**config.mk**
```make
export PLATFORM = sky130hd
export DESIGN_NAME = sample_loader
export DESIGN_NICKNAME = d
export VERILOG_FILES = /design/src/rtl/lr_pkg.sv /design/src/rtl/rising_edge_det.sv /design/src/rtl/sample_loader.sv
export SDC_FILE = /design/constraint.sdc
export NUM_CORES = 1
export LEC_CHECK = 0
export ABC_AREA = 1
export ABC_CLOCK_PERIOD_IN_PS = 4200
export CORE_ASPECT_RATIO = 0.9
export CORE_MARGIN = 2
export CORE_UTILIZATION = 29
export DETAILED_ROUTE_END_ITERATION = 6
export HOLD_SLACK_MARGIN = 0.02
export PLACE_DENSITY = 0.6
export SYNTH_ARGS = -nofsm -noshare
export SYNTH_HDL_FRONTEND = slang
export SYNTH_SLANG_ARGS = --single-unit
```
**constraint.sdc**
```tcl
create_clock -name clk -period 4.2 [get_ports clk]
set_input_delay 0.84 -clock clk [delete_from_list [all_inputs] [get_ports clk]]
set_output_delay 0.84 -clock clk [all_outputs]
set_load 0.05 [all_outputs]
```
**src/rtl/lr_pkg.sv**
```systemverilog
// Shared types and default sizing for the linear-regression datapath.
// Latency: n/a (declarations only).
// Backpressure: n/a.
//
// Holds the sample-loader state encoding and the default element width,
// dataset size and input range used by the loader and downstream stages.
package lr_pkg;

  localparam int LR_ELEM_WIDTH  = 14;
  localparam int LR_NUM_SAMPLES = 3;
  localparam int LR_MAX_VALUE   = 99;

  typedef enum logic [1:0] {
    COLLECT = 2'd0,
    FULL    = 2'd1,
    ERR     = 2'd2
  } loader_state_t;

endpackage

```
**src/rtl/rising_edge_det.sv**
```systemverilog
// Rising-edge detector for a level input (debounced button or mode line).
// Latency: pulse is combinational from sig against the previous-cycle level.
// Backpressure: none; one pulse per low-to-high transition.
//
// Ports: clk, rst (sync, active-high), sig (level in), pulse (edge out).
// prev resets to 1 so a level already high when reset releases is not an edge.
module rising_edge_det (
  input  logic clk,
  input  logic rst,
  input  logic sig,
  output logic pulse
);

  logic prev;

  always_ff @(posedge clk) begin
    if (rst) begin
      prev <= 1'b1;
    end else begin
      prev <= sig;
    end
  end

  assign pulse = sig & ~prev;

endmodule

```
**src/rtl/sample_loader.sv**
```systemverilog
// Collects NUM_SAMPLES (x, y) pairs from data_in, builds X (with bias column) and y.
// Latency: a value captured on an edge in cycle N appears on x_data/y_data in N+1.
// Backpressure: none; enter edges outside COLLECT are dropped, ready holds until done.
//
// Ports: clk, rst (sync, active-high); enter, input_done (button levels);
// data_in (value to capture); x_data, y_data (assembled dataset); ready,
// valid_pulse, error (status); sample_count, expect_y (entry progress).
module sample_loader
  import lr_pkg::*;
#(
  parameter int ELEM_WIDTH  = LR_ELEM_WIDTH,
  parameter int NUM_SAMPLES = LR_NUM_SAMPLES,
  parameter int MAX_VALUE   = LR_MAX_VALUE
) (
  input  logic                                  clk,
  input  logic                                  rst,
  input  logic                                  enter,
  input  logic                                  input_done,
  input  logic [ELEM_WIDTH-1:0]                 data_in,
  output logic [NUM_SAMPLES*2*ELEM_WIDTH-1:0]   x_data,
  output logic [NUM_SAMPLES*ELEM_WIDTH-1:0]     y_data,
  output logic                                  ready,
  output logic                                  valid_pulse,
  output logic                                  error,
  output logic [$clog2(NUM_SAMPLES+1)-1:0]      sample_count,
  output logic                                  expect_y
);

  localparam int CW = $clog2(NUM_SAMPLES+1);

  logic enter_edge;
  logic done_edge;

  rising_edge_det u_enter_det (
    .clk   (clk),
    .rst   (rst),
    .sig   (enter),
    .pulse (enter_edge)
  );

  rising_edge_det u_done_det (
    .clk   (clk),
    .rst   (rst),
    .sig   (input_done),
    .pulse (done_edge)
  );

  loader_state_t                             state_q, state_n;
  logic [NUM_SAMPLES-1:0][ELEM_WIDTH-1:0]    x_q, x_n;
  logic [NUM_SAMPLES-1:0][ELEM_WIDTH-1:0]    y_q, y_n;
  logic [CW-1:0]                             count_q, count_n;
  logic [CW-1:0]                             count_inc;
  logic                                      expy_q, expy_n;
  logic                                      ready_q, ready_n;
  logic                                      error_q, error_n;
  logic                                      vp_q, vp_n;

  always_ff @(posedge clk) begin
    if (rst) begin
      state_q <= COLLECT;
      x_q     <= '0;
      y_q     <= '0;
      count_q <= '0;
      expy_q  <= 1'b0;
      ready_q <= 1'b0;
      error_q <= 1'b0;
      vp_q    <= 1'b0;
    end else begin
      state_q <= state_n;
      x_q     <= x_n;
      y_q     <= y_n;
      count_q <= count_n;
      expy_q  <= expy_n;
      ready_q <= ready_n;
      error_q <= error_n;
      vp_q    <= vp_n;
    end
  end

  always_comb begin
    state_n   = state_q;
    x_n       = x_q;
    y_n       = y_q;
    count_n   = count_q;
    expy_n    = expy_q;
    count_inc = count_q + 1'b1;

    case (state_q)
      COLLECT: begin
        // A done edge wins over a same-cycle enter edge; finishing early
        // (including with nothing entered) is an incomplete dataset.
        if (done_edge) begin
          state_n = ERR;
        end else if (enter_edge) begin
          if (data_in > ELEM_WIDTH'(MAX_VALUE)) begin
            state_n = ERR;
          end else if (!expy_q) begin
            for (int r = 0; r < NUM_SAMPLES; r++) begin
              if (count_q == CW'(r)) x_n[r] = data_in;
            end
            expy_n = 1'b1;
          end else begin
            for (int r = 0; r < NUM_SAMPLES; r++) begin
              if (count_q == CW'(r)) y_n[r] = data_in;
            end
            expy_n  = 1'b0;
            count_n = count_inc;
            if (count_inc == CW'(NUM_SAMPLES)) state_n = FULL;
          end
        end
      end
      FULL, ERR: begin
        // Buffers stay frozen; only a done edge restarts entry from scratch.
        if (done_edge) begin
          state_n = COLLECT;
          x_n     = '0;
          y_n     = '0;
          count_n = '0;
          expy_n  = 1'b0;
        end
      end
      default: begin
        state_n = COLLECT;
      end
    endcase

    // Status flags are computed from the next state so they register
    // alongside the data they describe.
    ready_n = (state_n == FULL);
    error_n = (state_n == ERR);
    vp_n    = (state_n == FULL) && (state_q != FULL);
  end

  // Bias column is a constant 1 and never stored.
  for (genvar r = 0; r < NUM_SAMPLES; r++) begin : g_rows
    assign x_data[(r*2)*ELEM_WIDTH +: ELEM_WIDTH]   = x_q[r];
    assign x_data[(r*2+1)*ELEM_WIDTH +: ELEM_WIDTH] = ELEM_WIDTH'(1);
    assign y_data[r*ELEM_WIDTH +: ELEM_WIDTH]       = y_q[r];
  end

  assign ready        = ready_q;
  assign valid_pulse  = vp_q;
  assign error        = error_q;
  assign sample_count = count_q;
  assign expect_y     = expy_q;

endmodule

```
==> results.toml <==
[critical_path]
critical_path_required_ns = 4.43
cp.arrival_ns = 3.10
startpoint_type = "flip-flop"
r2r_cells = 10
timing.rr.end = "x_data[58]$_SDFFE_PP0P_"
endpoint_kind = "flip-flop"
crit_start = "state_q[0]$_SDFF_PP0_"
crit_type = "reg2reg"
critPathMaxFanout = 21
r2r_slack_ns = 1.34
r2r_start = "state_q[0]$_SDFF_PP0_"

[pwr]
p_int_mw = 1.508
switching_share_pct = 28.66
p_comb_share_pct = 13.5
clkPwrFrac_pct = 43.4
total_power_mw = 2.114
power_density_nw_per_um2 = 397.0
total_leakage_power_nw = 2.108
power.share.sequential_pct = 43.1
switchingPower_mw = 0.6060
ir_drop_v = 0.0001746

[timing]
finClkSkew_ns = 0.008697
setup_viol = 0
max_slew_margin_pct = 49.75
drv_slew = 0
holdWs_ns = 0.4420
tightest_slew_ns = 0.7517
final.min_clock_period_ns = 2.864
setup_tns_ns = 0
fmax_mhz = 349.2
hold_viol = 0
finalCritPeriodShare_pct = 68.18
rsz0062_at_grt = "no"
setup_slack_ns = 1.336

[yosys]
ys_seq_elements = 94
synth_enable_flop_cells = 0
ys_seq_area_share_pct = 46.87
yosysWarningCount = 0
synth.distinct_cells = 27
ys.flop_type = "dfxtp_1"
synth-simple-area-share_pct = 27.73
ys_top_cells_by_area = "dfxtp_1 (47%), nand2_1 (11%), buf_4 (8.8%), a21oi_1 (7.0%), nor2_1 (6.2%)"
yosys.area_share.xor_xnor_pct = 0
synth_fa_ha_area_share_pct = 2.181
synth_top_area_cell = "dfxtp_1"
synth_top_area_share_pct = 46.87
synthMuxAreaShare_pct = 0
synth_top_family_by_area = "simple AND/OR/NAND/NOR gates"
synthesis.instances = 524
synth_area_per_cell_um2 = 7.662
synth_area_um2 = 4015
async_reset_ff_share_pct = 0
synth_compound_area_share_pct = 7.572

[cells_and_area]
nNetsFinal = 641
diodes = 0
drive_gt1_share_pct = 5.958
area_growth_syn_to_layout_pct = 32.63

[global_route]
grtUsageMet2_pct = 23.67
grt.overflow.total = 0
use_met3_pct = 4.801
grt_antenna_before_repair = 0
first_global_vias = 3285
track_usage_pct = 14.63
met1_usage_pct = 18.90
grt_pass1_wl_um = 16930
top_usage_layer = "met2"
grt_max_degree = 49

[clocking]
clk_pin_slew_ns = 0.07
cts_sinks = 94
cts_tree = "done"
h-tree-depth = 3
clockBufferDepth = 2
cts_buffers = 9
post_cts_buffers = 0
root_buffer = "clkbuf_16"
cts_resized = 0
ctsHoldBuffers = 0
insertion_delay_ns = 0.35

[routing]
first_pass_iters = 4
routed_via_density = 4.508
drt-initial-drc-count = 167
routed_wl_um = 10810
avgRoutedWirePerCell_um = 13.70
vias = 3557
drcViolationCount = 0
drtAntennaViolNets = 0

[hold_path]
min_delay_path_depth = 2
whs_endpoint = "y_data[35]$_SDFFE_PP0P_"
hp-start = "y_data[35]$_SDFFE_PP0P_"
hp-class = "reg2reg"

[placed_design]
port_buffers = 107
gp_congestion = 0.9111
place_ws_ns = 1.023
dp_hpwl_um = 7788

[floorplanning]
ios = 150
die-area_um2 = 14800
die_h_um = 115.6
initial_utilization_pct = 29.93
rows = 40
core_area_um2 = 13410
dieWidth_um = 128.0

[run_status]
status = "finished clean"

[job]
maxCapViolations = 0
-- power by group through the flow --
| stage | Sequential (mW) | Clock, mW | Combinational (mW) |
|---|---|---|---|
| after detailed placement | 0.931 | 0 | 0.284 |
| after global placement | 0.931 | 0 | 0.281 |
| final | 0.910 | 0.918 | 0.286 |
| after global routing | 0.911 | 0.968 | 0.308 |
| after floorplan | 0.963 | 0 | 0.220 |
| after CTS | 0.910 | 0.935 | 0.285 |
-- worst max path at each step --
| stage | cells past startpoint | to |
|---|---|---|
| after floorplan | 10 | x_data[2]$_SDFFE_PP0P_ |
| after global placement | 9 | x_data[59]$_SDFFE_PP0P_ |
| after CTS | 10 | x_data[58]$_SDFFE_PP0P_ |
| after detailed placement | 9 | x_data[58]$_SDFFE_PP0P_ |
| final | 10 | x_data[58]$_SDFFE_PP0P_ |
| after global routing | 10 | x_data[56]$_SDFFE_PP0P_ |
-- Yosys cell counts (2+ instances only) --
cell type  count
a21oi_1       56
buf_2          5
buf_4         47
buf_6          4
clkbuf_1      11
conb_1         2
dfxtp_1       94
ha_1           7
inv_1         37
nand2_1      121
nand2_2        4
nand3_1       21
nand3_2        4
nand4_1       29
nor2_1        66
nor2_2         4
o21ai_0        2
-- metal layers --
layer,wire (um),vias to the layer above,share of wire (%)
met5,0,-,0
met4,83,0,0.77
met3,743,7,6.9
met2,5009,132,46
met1,4971,1649,46
li1,-,1769,-
-- area by class of cell --
cell class              instances  area, um2
clock inverters                 6      97.59
inverters                      40      152.6
fillers                      1385       8088
well taps                     168      210.2
multi-input cells             362       1663
repair buffers                109       1081
flip-flops and latches         94       1882
clock buffers                  10      239.0
-- metrics by stage --
step / util, % / std cells / area, um2
3_3_place_gp: 37.19 / 773 / 4989
6_report: 39.70 / 789 / 5325
2_1_floorplan: - / 564 / 4165
5_1_grt: 39.70 / 789 / 5325
3_5_place_dp: 37.19 / 773 / 4989
4_1_cts: 39.70 / 789 / 5325
-- critical path, cell delays in order, from the launching register on --
cell and delay (ns):
dfxtp_1 0.39, inv_1 0.08, ha_1 0.51, inv_2 0.22, nand2_1 0.07, nor2_1 0.12, nand3_1 0.11, nand2_2 0.28
nand3_1 0.61, nor2_1 0.30, nor2_1 0.08
-- kinds of logic (layout without fill, tap and decap cells) --
group,after synthesis,count (layout)
fa+ha+maj,7,7
other cells,2,42
buf+inv,108,165
compound gates,60,60
flops,94,94
simple gates,253,253
-- cell usage in the layout, fill, tap and decap left out --
master	count
nand2_2	4
ha_1	7
nor2_1	66
o21ai_1	1
clkdlybuf4s50_1	106
clkbuf_8	1
nand2_4	1
clkinv_1	1
buf_2	1
inv_6	3
nand2_1	121
bufinv_16	2
conb_1	42
nand4_1	29
inv_4	1
o21ai_0	2
dfxtp_1	94
inv_2	1
nand3_2	4
nor2_2	4
inv_1	37
o21ai_2	1
or2_2	1
nand3_1	21
buf_4	2
a21oi_1	56
inv_8	1
nor2_4	1
clkbuf_16	9
or2_1	1
-- registers in the layout, summed over array words and instances, names as in the netlist --
| signal | flops |
|---|---|
| ready | 1 |
| state_q | 2 |
| expect_y | 1 |
| y_data | 42 |
| x_data | 42 |
| error | 1 |
| valid_pulse | 1 |
| u_enter_det.prev | 1 |
| u_done_det.prev | 1 |
| sample_count | 2 |
Power figures use the tool's default switching activity.
